## config.mk

```make
export PLATFORM = sky130hd
export DESIGN_NAME = code_lock_ctrl
export DESIGN_NICKNAME = d
export VERILOG_FILES = /design/src/rtl/code_lock_ctrl.sv
export SDC_FILE = /design/constraint.sdc
export NUM_CORES = 1
export LEC_CHECK = 0
export ABC_AREA = 1
export CORE_MARGIN = 10
export CORE_UTILIZATION = 60
export DETAILED_ROUTE_END_ITERATION = 6
export GPL_TIMING_DRIVEN = 0
export PLACE_DENSITY = 0.83
export REMOVE_ABC_BUFFERS = 1
export SLEW_MARGIN = 20
export SYNTH_ARGS = -nofsm -noshare
export SYNTH_HDL_FRONTEND = slang
export SYNTH_SLANG_ARGS = --single-unit
export TNS_END_PERCENT = 5
```

## constraint.sdc

```tcl
create_clock -name clock -period 5 [get_ports clock]
set_input_delay 0.5 -clock clock [delete_from_list [all_inputs] [get_ports clock]]
set_output_delay 0.5 -clock clock [all_outputs]
set_load 0.01 [all_outputs]
```

## src/rtl/code_lock_ctrl.sv

```systemverilog
// Keypad code lock controller: N-digit entry, wrong-attempt lockout, timed relock, in-field code change.
// Optional macro IDLE_TIMEOUT_EN adds an idle timeout that discards a stale partial entry.
module code_lock_ctrl #(
    parameter int NUM_DIGITS     = 4,
    parameter int DIGIT_W        = 4,
    parameter int MAX_WRONG      = 3,
    parameter int LOCKOUT_CYCLES = 1000,
    parameter int OPEN_CYCLES    = 500,
    parameter int IDLE_CYCLES    = 2000,
    parameter logic [NUM_DIGITS*DIGIT_W-1:0] DEFAULT_CODE = 16'h1234
) (
    input  logic                                 clock,
    input  logic                                 reset,
    input  logic                                 key_valid,
    input  logic [3:0]                           key_code,
    input  logic                                 set,
    output logic                                 open,
    output logic                                 lock,
    output logic                                 lockout,
    output logic                                 change,
    output logic                                 save_light,
    output logic [NUM_DIGITS*DIGIT_W-1:0]        data,
    output logic [$clog2(MAX_WRONG+1)-1:0]       count_wrong
);

    localparam int DW   = NUM_DIGITS * DIGIT_W;
    localparam int CW   = $clog2(NUM_DIGITS + 1);
    localparam int WW   = $clog2(MAX_WRONG + 1);
    localparam int LW   = $clog2(LOCKOUT_CYCLES + 1);
    localparam int OW   = $clog2(OPEN_CYCLES + 1);

    localparam logic [1:0] ST_LOCKED  = 2'd0;
    localparam logic [1:0] ST_OPEN    = 2'd1;
    localparam logic [1:0] ST_SET_NEW = 2'd2;
    localparam logic [1:0] ST_LOCKOUT = 2'd3;

    logic [1:0]    state_r, state_nxt_s;
    logic [DW-1:0] data_r, data_nxt_s, code_r, code_nxt_s;
    logic [CW-1:0] dcnt_r, dcnt_nxt_s;
    logic [WW-1:0] wrong_r, wrong_nxt_s, wrong_inc_s;
    logic [LW-1:0] lo_cnt_r, lo_cnt_nxt_s;
    logic [OW-1:0] op_cnt_r, op_cnt_nxt_s;
    logic          save_nxt_s;
    logic          is_digit_s, is_enter_s, is_clear_s, is_change_s, is_lock_s;
    logic [DW-1:0] entry_data_s;
    logic [CW-1:0] entry_dcnt_s;
    logic          full_s, match_s, idle_fire_s;

    assign is_digit_s  = key_valid && (key_code <= 4'd9);
    assign is_enter_s  = key_valid && (key_code == 4'hA);
    assign is_clear_s  = key_valid && (key_code == 4'hB);
    assign is_change_s = key_valid && (key_code == 4'hC);
    assign is_lock_s   = key_valid && (key_code == 4'hD);
    assign full_s      = (dcnt_r == CW'(NUM_DIGITS));
    assign match_s     = full_s && (data_r == code_r);
    assign wrong_inc_s = (wrong_r == WW'(MAX_WRONG)) ? wrong_r : wrong_r + WW'(1);

`ifdef IDLE_TIMEOUT_EN
    localparam int IW = $clog2(IDLE_CYCLES + 1);
    logic [IW-1:0] idle_cnt_r;

    assign idle_fire_s = (state_r == ST_LOCKED || state_r == ST_SET_NEW) && (dcnt_r != CW'(0))
                         && !key_valid && (idle_cnt_r == IW'(IDLE_CYCLES - 1));

    // Idle timer runs only while a partial entry is pending and no key arrives
    always_ff @(posedge clock or posedge reset) begin
        if (reset) begin
            idle_cnt_r <= '0;
        end else if (!(state_r == ST_LOCKED || state_r == ST_SET_NEW) || dcnt_r == CW'(0)
                     || key_valid || idle_fire_s) begin
            idle_cnt_r <= '0;
        end else begin
            idle_cnt_r <= idle_cnt_r + IW'(1);
        end
    end
`else
    assign idle_fire_s = 1'b0;
`endif

    // Shared digit-entry datapath; digits beyond NUM_DIGITS are dropped without shifting
    always_comb begin
        entry_data_s = data_r;
        entry_dcnt_s = dcnt_r;
        if (is_digit_s && !full_s) begin
            entry_data_s = (data_r << DIGIT_W) | DW'(key_code);
            entry_dcnt_s = dcnt_r + CW'(1);
        end else if (is_clear_s || idle_fire_s) begin
            entry_data_s = '0;
            entry_dcnt_s = '0;
        end else begin
            entry_data_s = data_r;
            entry_dcnt_s = dcnt_r;
        end
    end

    // Next-state logic; timers read zero outside their own state so each entry starts fresh
    always_comb begin
        state_nxt_s  = state_r;
        data_nxt_s   = data_r;
        dcnt_nxt_s   = dcnt_r;
        code_nxt_s   = code_r;
        wrong_nxt_s  = wrong_r;
        lo_cnt_nxt_s = '0;
        op_cnt_nxt_s = '0;
        save_nxt_s   = 1'b0;
        case (state_r)
            ST_LOCKED: begin
                if (is_enter_s) begin
                    data_nxt_s = '0;
                    dcnt_nxt_s = '0;
                    if (match_s) begin
                        state_nxt_s = ST_OPEN;
                        wrong_nxt_s = '0;
                    end else if (wrong_inc_s == WW'(MAX_WRONG)) begin
                        state_nxt_s = ST_LOCKOUT;
                        wrong_nxt_s = wrong_inc_s;
                    end else begin
                        wrong_nxt_s = wrong_inc_s;
                    end
                end else begin
                    data_nxt_s = entry_data_s;
                    dcnt_nxt_s = entry_dcnt_s;
                end
            end
            ST_OPEN: begin
                if (is_lock_s) begin
                    state_nxt_s = ST_LOCKED;
                end else if (is_change_s || set) begin
                    state_nxt_s = ST_SET_NEW;
                end else if (key_valid) begin
                    op_cnt_nxt_s = '0;
                end else if (op_cnt_r == OW'(OPEN_CYCLES - 1)) begin
                    state_nxt_s = ST_LOCKED;
                end else begin
                    op_cnt_nxt_s = op_cnt_r + OW'(1);
                end
            end
            ST_SET_NEW: begin
                if (is_enter_s || is_lock_s || idle_fire_s) begin
                    state_nxt_s = is_lock_s ? ST_LOCKED : ST_OPEN;
                    data_nxt_s  = '0;
                    dcnt_nxt_s  = '0;
                    if (is_enter_s && full_s) begin
                        code_nxt_s = data_r;
                        save_nxt_s = 1'b1;
                    end else begin
                        code_nxt_s = code_r;
                    end
                end else begin
                    data_nxt_s = entry_data_s;
                    dcnt_nxt_s = entry_dcnt_s;
                end
            end
            ST_LOCKOUT: begin
                if (lo_cnt_r == LW'(LOCKOUT_CYCLES - 1)) begin
                    state_nxt_s = ST_LOCKED;
                    wrong_nxt_s = '0;
                end else begin
                    lo_cnt_nxt_s = lo_cnt_r + LW'(1);
                end
            end
            default: begin
                state_nxt_s = ST_LOCKED;
                data_nxt_s  = '0;
                dcnt_nxt_s  = '0;
            end
        endcase
    end

    // State, datapath and registered output flags
    always_ff @(posedge clock or posedge reset) begin
        if (reset) begin
            state_r     <= ST_LOCKED;
            data_r      <= '0;
            dcnt_r      <= '0;
            code_r      <= DEFAULT_CODE;
            wrong_r     <= '0;
            lo_cnt_r    <= '0;
            op_cnt_r    <= '0;
            open        <= 1'b0;
            lock        <= 1'b1;
            lockout     <= 1'b0;
            change      <= 1'b0;
            save_light  <= 1'b0;
        end else begin
            state_r     <= state_nxt_s;
            data_r      <= data_nxt_s;
            dcnt_r      <= dcnt_nxt_s;
            code_r      <= code_nxt_s;
            wrong_r     <= wrong_nxt_s;
            lo_cnt_r    <= lo_cnt_nxt_s;
            op_cnt_r    <= op_cnt_nxt_s;
            open        <= (state_nxt_s == ST_OPEN);
            lock        <= (state_nxt_s == ST_LOCKED) || (state_nxt_s == ST_LOCKOUT);
            lockout     <= (state_nxt_s == ST_LOCKOUT);
            change      <= (state_nxt_s == ST_SET_NEW);
            save_light  <= save_nxt_s;
        end
    end

    assign data        = data_r;
    assign count_wrong = wrong_r;

endmodule

```

---- Word level (Yosys, flattened, before mapping) ----
Index checks and enable logic that the tools add are counted.
storage, ports and cells
  flip-flop bits (word level) ............. 63
  bits in latches ......................... 0
  bits in writable memories ............... 0
  bits in read-only memories .............. 0
  input bits .............................. 8
  output and inout port bits .............. 23
  logic and storage cells ................. 90
  memories ................................ 0
cells by class
  add/sub/neg operators ................... 4
  multipliers ............................. 0
  div/mod/pow operators ................... 0
  $lt $le $gt $ge ......................... 1
  eq/ne operators ......................... 18
  shift-type cells ........................ 0
  multiplexer cells ....................... 36
  bitwise logic cells ..................... 1
  reduce and logical (&&, ||, !) cells .... 18
operators with widths
  cell                   count
  $mux 16                4
  $mux 9                 5
  $pmux 16 s2            1
  $mux 2                 13
  $mux 10                2
  $eq 16x16->1           1
  $eq 4x4->1 const B     4
  $or 16x4->16           1
  $eq 2x2->1 const B     6
  $mux 3                 4
  $add 10x1->10 const B  1
  $eq 10x10->1 const B   1
  $add 9x1->9 const B    1
  $eq 9x9->1 const B     1
  $logic_and 1x1->1      8
  $pmux 2 s4             1
  $pmux 3 s2             1
  $reduce_and 3->1       2
  $eq 2x1->1 const B     2
  $le 4x4->1 const B     1
  $logic_not 2->1        2
  $mux 1                 4
  $ne 2x2->1 const B     2
  $pmux 2 s2             1
  6 further kinds        9

---- Longest topological paths before layout ----
Gate-level depths: netlist (run 1).
  word-level depth ........................ 9
  gate-level depth with buffers ........... 12
  mapped depth without buffers ............ 12

---- Worst setup path before layout (run 1) ----
Ideal clock, no wire load.
  path type ............................... input to register
  start ................................... in key_code[2]
  end ..................................... reg lock
  library setup time ...................... 0.083 ns
  data arrival time ....................... 1.584 ns
  data required time ...................... 4.917 ns
  setup slack ............................. 3.333 ns
  cell stages on the path ................. 9
  buffers on the path ..................... 0
  cell sequence ........................... inv_1 > nand2_1 > nor3_4 > inv_2 > nor3_4 > nand3_1 > nand2_1 > inv_1 > ha_1
on the way
  word-level cells in the longest chain between the ends .. 8
  elaborated cells between the ends (all ways) .. 17
  those cells by class .................... eq/ne: 4; mux: 6; reduce/logical: 7
RTL lines
  item                                                  RTL line  source
  start, declared                                       15        input logic [3:0] key_code,
  $eq 4x4->1                                            52        assign is_change_s = key_valid && (key_code == 4'hC);
  $logic_and 1x1->1                                     52
  $logic_or 1x1->1                                      128       end else if (is_change_s || set) begin
  $mux 2                                                128
  $mux 2                                                126       if (is_lock_s) begin
  $pmux 2 s4 (*)                                        106       case (state_r)
  net state_nxt_s[1]                                    37        logic [1:0] state_r, state_nxt_s;
  $eq 2x2->1 / $logic_not 2->1 (equally long branches)  194       lock <= (state_nxt_s == ST_LOCKED) || (state_nxt_s == ST_LOCKOUT);
  $logic_or 1x1->1 (*)                                  194
  end signal, assigned                                  194
  end, declared                                         18        output logic lock,
The timed path passes the listed nets; every way through them passes the cells marked *.
A chain may end at the register's enable or synchronous reset.

---- Worst setup path in the final report (run 1) ----
  start ................................... in key_valid
  end ..................................... reg lock
on the way
  word-level cells in the longest chain between the ends .. 7
  elaborated cells between the ends (all ways) .. 15
  those cells by class .................... eq/ne: 1; mux: 7; reduce/logical: 7
RTL lines
  item                                                  RTL line  source
  start, declared                                       14        input logic key_valid,
  $logic_and 1x1->1                                     52
  $logic_or 1x1->1                                      128
  $mux 2                                                128
  $mux 2                                                126
  $pmux 2 s4 (*)                                        106
  net state_nxt_s[1]                                    37
  $eq 2x2->1 / $logic_not 2->1 (equally long branches)  194
  $logic_or 1x1->1 (*)                                  194
Marks and branches as above.

==> results.py, run 1 <==
metrics = {
    "route": {
        "dr.pass1.iters": 4,
        "viasPerCell": 5.024,
        "drc": 0,
        "antenna_left": 0,
        "wl_per_cell_um": 12.22,
        "dr_total_vias": 2492,
        "routed_wl_mm": 6.063,
        "first_iter_violations": 140,
    },
    "synthesis": {
        "ys_warn_count": 0,
        "ys_seq_area_share_pct": 50.93,
        "synth_cell_types": 28,
        "syn_inst": 386,
        "netlist_area_um2": 3110,
        "synth-seq-cells": 63,
        "syn_area_per_cell_um2": 8.058,
    },
    "sta": {
        "slew_headroom_pct": 59.91,
        "worst_pin_slew_ns": 0.6007,
        "drv_slew": 0,
        "finalCriticalPeriod_ns": 2.077,
        "rsz0062_at_grt": "no",
        "skew_ns": 0.007613,
        "report.final.hold_viol_count": 0,
        "setup_viol": 0,
        "setup_ws_ns": 2.923,
        "fin_tns_setup_ns": 0,
        "max_freq_ghz": 0.4815,
        "period_share_pct": 41.54,
    },
    "worst_setup_path": {
        "cp-startpoint": "key_valid",
        "cp-start-kind": "primary input",
        "end_kind": "register",
        "critPathKind": "primary input to register",
        "worstPathMaxFanout": 6,
        "timing.rr.start": "dcnt_r[0]",
        "crit_arrival_ns": 2.35,
        "worstPathRequired_ns": 5.27,
    },
    "floorplan": {
        "start_util_pct": 61.29,
        "die_w_um": 92,
        "core_area_um2": 5075,
        "dieArea_um2": 8464,
        "fp.dieH_um": 92,
        "io_pins": 31,
        "rows": 26,
    },
    "clocking": {
        "postCtsSetupBuffers": 0,
        "cts_hold_buf": 0,
        "cts-buffers-inserted": 9,
        "clk_latency_ns": 0.34,
        "htreeDepth": 3,
        "clockBufferDepth": 2,
        "cts_resized": 0,
        "root_buffer": "clkbuf_8",
        "cts.sinks": 63,
        "cts_tree": "done",
        "path_clk_slew_ns": 0.07,
    },
    "outcome": {
        "outcome": "finished, final reports clean",
    },
    "finish": {
        "area_delta_synth_final_pct": 19.11,
        "diodes": 0,
        "nets": 436,
        "drive_above_1_share_pct": 8.451,
        "fin_cells": 496,
        "finalInstanceArea_um2": 3705,
    },
    "placement": {
        "placed_cell_area_um2": 3473,
        "post-place-ws_ns": 2.580,
        "dp.cells": 480,
        "numPortBuffers": 30,
        "hpwl_mm": 4.350,
        "gp_congestion": 0.8154,
    },
    "power_and_ir_drop": {
        "power_leakage_nw": 1.803,
        "total_power_mw": 1.042,
        "ir_drop_mv": 0.2138,
        "power.density_nw_per_um2": 281.3,
        "pwr-share-seq_pct": 49.0,
        "combPwrFrac_pct": 2.7,
        "intPower_mw": 0.8267,
        "switching_share_pct": 20.67,
        "p_sw_mw": 0.2154,
        "power_frac_clock_pct": 48.3,
    },
    "global_route": {
        "first_global_vias": 2470,
        "grt_usage_pct": 15.65,
        "grt_pass1_wl_mm": 11.00,
        "antenna_found_initial": 0,
        "grt_max_degree": 36,
        "grt_overflow_total": 0,
    },
    "flow_run": {
        "drv_cap": 0,
    },
    "worst_hold_path": {
        "worstHoldStart": "op_cnt_r[0]",
        "hp-class": "register to register",
    },
}
[synth_stat cells]
cell type	count	area (um2)
a21oi_1	10	50.05
xor2_1	8	70.07
nand3b_1	1	7.510
nand3_2	1	10.01
inv_1	52	195.2
inv_2	2	7.510
and3_1	1	6.260
nor3b_1	2	15.01
inv_4	1	6.260
a22oi_1	1	7.510
nor3_4	2	32.53
xnor2_1	5	43.79
o21ai_0	22	110.1
nor3_1	3	15.01
nor2_1	54	202.7
or2_2	1	6.260
dfstp_2	6	157.7
dfrtp_1	57	1426
nand3_1	17	85.08
o41ai_1	1	8.760
nand2_2	3	18.77
o21ai_2	2	17.52
nand4_1	1	6.260
nand2_1	101	379.1
o21ai_1	18	90.09
buf_6	2	22.52
buf_2	5	25.02
ha_1	7	87.58
[power groups by stage]
stage	Clock (mW)	Sequential [mW]	Combinational [mW]
2_1_floorplan	0	0.520	0.0137
3_3_place_gp	0	0.520	0.0257
3_5_place_dp	0	0.520	0.0283
4_1_cts	0.511	0.511	0.0285
5_1_grt	0.543	0.510	0.0313
6_report	0.504	0.511	0.0278
[stage by stage]
stage | hold slack, ns | utilization [%]
after detailed placement | 0.4522 | 68.44
after floorplan | 0.4326 | -
after global placement | 0.4460 | 68.00
after global routing | 0.4832 | 73.00
final | 0.4574 | 73.00
after CTS | 0.4615 | 73.00
[placed cells by master (no fill, tap or decap)]
cell type and n:
nand2_1 101, dfrtp_1 57, nor2_1 54, inv_1 51, clkdlybuf4s50_1 30, o21ai_0 22
o21ai_1 18, nand3_1 17, clkbuf_8 11, a21oi_1 10, xor2_1 8, ha_1 7
dfstp_2 6, xnor2_1 5, nand2_2 3, nor3_1 3, inv_2 2, nor3b_1 2
nor3_4 2, o21ai_2 2, inv_4 2, bufinv_16 2, clkinvlp_4 2, nand3_2 1
nand4_1 1, nand3b_1 1, or2_2 1, and3_1 1, a22oi_1 1, o41ai_1 1
clkinv_2 1, buf_12 1
[registers in the layout, summed over array words and instances, names as in the netlist]
name         cells
code_r          16
save_light       1
state_r          2
data            16
lock             1
lo_cnt_r        10
open             1
change           1
lockout          1
dcnt_r           3
op_cnt_r         9
count_wrong      2
[critical path, stage by stage]
cell and delay (ns):
clkdlybuf4s50_1 0.59, nand2_2 0.11, nor3_4 0.26, inv_2 0.09, nor3_4 0.21, nand3_1 0.11
nand2_1 0.14, inv_1 0.06, ha_1 0.28
[layer usage]
metal  part of all wire [%]  up-vias  track usage, %  routed length (um)
li1                       -     1274               -                   -
met1                     44     1150           18.72                2683
met2                     46       56           24.53                2819
met3                    7.2       12           6.031                 436
met4                    2.0        0           6.941                 123
met5                      0        -               0                   0
[area by class of cell]
| class | count | area [um2] |
|---|---|---|
| inverters | 55 | 211.5 |
| clock inverters | 5 | 80.08 |
| well taps | 70 | 87.58 |
| repair buffers | 31 | 320.3 |
| multi-input cells | 261 | 1270 |
| fillers | 404 | 1370 |
| clock buffers | 11 | 151.4 |
| flip-flops and latches | 63 | 1584 |
[worst paths after layout]
check | to | slack [ns] | cells past startpoint
max | lock | 2.92 | 9
min | op_cnt_r[0] | 0.46 | 1
max reg2reg | data[13] | 3.08 | 8
min reg2reg | op_cnt_r[0] | 0.46 | 1
max in group asynchronous | code_r[2] | 3.93 | 3
min in group asynchronous | code_r[7] | 0.50 | 2
[kinds of logic after synthesis]
group | count (synthesis) | synth area share, %
xor+xnor | 13 | 3.661
simple gates | 187 | 25.22
fa+ha+maj | 7 | 2.816
compound gates | 54 | 9.132
buf+inv | 62 | 8.246
flops | 63 | 50.93
(Power assumes the default switching activity.)
==> run 2, diff against run 1 <==
Settings changed: CORE_UTILIZATION 60 to 51, PLACE_DENSITY 0.83 to 0.75.
Clock period 5 ns to 1.84 ns, I/O delays scaled along.
==> run 2 against run 1 <==
  * Via count rose by 0.28%
  * Die area up 14%
  * Combinational power rose to 2.9 times the previous value
  * Count of clock-buffer cells in the layout up 2
  * Sequential share of layout area down 0.89 points
  * Sequential power rose to 2.7 times the previous value
  * Setup slack got worse by 2.8 ns
  * Global-route usage fell by 2.3 points
  * Worst hold slack worse by 0.31 ns
  * Critical endpoint unchanged
  * Flip-flop and latch count unchanged
  * Core utilization is 9.1 points lower
  * Final area increased by 2.1%
==> results.py, run 2 (synthesized netlist as in run 1, its figures left out) <==
metrics = {
    "sta": {
        "slew_headroom_pct": 76.18,
        "holdWs_ns": 0.1509,
        "max_freq_ghz": 0.5698,
        "report.final.hold_viol_count": 0,
        "rsz0062_at_grt": "yes",
        "period_share_pct": 95.39,
        "drv_slew": 0,
        "finalCriticalPeriod_ns": 1.755,
        "skew_ns": 0.01028,
        "setup_ws_ns": 0.08488,
        "setup_viol": 0,
        "worst_pin_slew_ns": 0.3573,
    },
    "floorplan": {
        "core_area_um2": 5921,
        "rows": 28,
        "start_util_pct": 52.54,
        "die_w_um": 98.10,
        "io_pins": 31,
        "fp.dieH_um": 98.10,
        "dieArea_um2": 9623,
    },
    "placement": {
        "gp_congestion": 0.8093,
        "hpwl_mm": 4.484,
        "dp.cells": 485,
        "post-place-ws_ns": -0.2699,
        "numPortBuffers": 30,
    },
    "global_route": {
        "grt_pass1_wl_mm": 10.71,
        "grt_usage_pct": 13.34,
        "grt_max_degree": 44,
        "first_global_vias": 2392,
        "antenna_found_initial": 0,
        "grt_overflow_total": 0,
    },
    "worst_setup_path": {
        "reg2reg_slack_ns": 0.08,
        "worstPathRequired_ns": 2.11,
        "cp-startpoint": "dcnt_r[0]",
        "timing.rr.start": "dcnt_r[0]",
        "r2r_end": "lock",
        "worstPathMaxFanout": 4,
        "critPathKind": "register to register",
        "crit_arrival_ns": 2.03,
        "cp-start-kind": "register",
        "crit_path_end": "lock",
        "end_kind": "register",
        "r2r_cells": 11,
    },
    "finish": {
        "fin_util_pct": 63.91,
        "area_delta_synth_final_pct": 21.64,
        "fin_cells": 506,
        "drive_above_1_share_pct": 11.14,
        "nets": 441,
        "final_common_cell": "nand2_1",
        "diodes": 0,
        "layout_common_cells": "nand2_1, dfrtp_1, nor2_1",
    },
    "power_and_ir_drop": {
        "ir_drop_mv": 0.4502,
        "total_power_mw": 2.758,
        "power.density_nw_per_um2": 728.8,
        "power_leakage_nw": 1.815,
    },
    "route": {
        "dr_total_vias": 2499,
        "viasPerCell": 4.939,
        "first_iter_violations": 121,
        "routed_wl_mm": 6.327,
        "antenna_left": 0,
        "dr.pass1.iters": 4,
        "drc": 0,
        "wl_per_cell_um": 12.50,
    },
    "clocking": {
        "cts.sinks": 63,
        "clockBufferDepth": 2,
        "path_clk_slew_ns": 0.07,
        "root_buffer": "clkbuf_8",
        "cts_tree": "done",
        "htreeDepth": 3,
        "cts-buffers-inserted": 9,
        "clk_latency_ns": 0.34,
    },
    "outcome": {
        "outcome": "finished, final reports clean",
    },
    "worst_hold_path": {
        "hp-class": "primary input to asynchronous set/reset pin",
    },
    "flow_run": {
        "drv_cap": 0,
    },
}
[run 2: changes by cell type in the layout (fill, tap and decap cells not counted), moves of 2 or more]
cell	previous run	this run
nor2_1	54	52
nand2_1	101	95
nand2_2	3	7
clkbuf_8	11	9
buf_4	0	5
clkbuf_1	0	4
[run 2: worst min-delay path by stage]
stage,cells after the start,from,endpoint
global route,2,reset,data[9]
detailed placement,1,op_cnt_r[0],op_cnt_r[0]
global placement,1,op_cnt_r[0],op_cnt_r[0]
finish,2,reset,data[12]
CTS,2,reset,data[9]
floorplan,2,key_code[3],data[3]
[run 2: power by group]
group / switching [mW] / internal (mW)
clock: 0.525 / 0.766
combinational: 0.0520 / 0.0278
sequential: 0.00129 / 1.39
[run 2: repair_timing]
| item | CTS | global route |
|---|---|---|
| pin swaps | 0 | 3 |
| hold buffers | 0 | 0 |
| setup endpoints to repair | 35 | 23 |
| gates cloned | 0 | 0 |
| hold endpoints to repair | 0 | 0 |
| setup buffers | 0 | 5 |
| gates resized for setup | 6 | 11 |
[run 2: cell type report]
class                           count  area, um2
Clock inverter                      3      67.56
Clock buffer                       13      138.9
Timing Repair Buffer               36      357.8
Multi-Input combinational cell    261       1330
Tap cell                           75      93.84
Fill cell                         515       2137
Inverter                           55      211.5
Sequential cell                    63       1584
[run 2: through the flow]
step | area [um2] | TNS, ns
after global placement | 3457 | -64.37
after CTS | 3706 | -0.02855
after floorplan | 3063 | 0
after detailed placement | 3480 | -5.515
final | 3784 | 0
after global routing | 3784 | -0.02710
[run 2: metal layers]
layer / vias to the layer above / GRT usage [%] / part of all wire (%)
li1: 1280 / - / -
met1: 1156 / 15.27 / 44
met3: 16 / 5.708 / 7.1
met2: 47 / 21.02 / 47
met4: 0 / 6.376 / 2.2
met5: - / 0 / 0
[run 2: critical path, stage by stage, from the launching register on]
cell	delay (ns)
dfrtp_1	0.41
inv_2	0.08
ha_1	0.17
nand2_2	0.10
a21oi_2	0.11
nand3_1	0.09
nor2_2	0.13
nand2_2	0.11
nand3_1	0.10
nand2_2	0.08
inv_1	0.07
ha_1	0.22
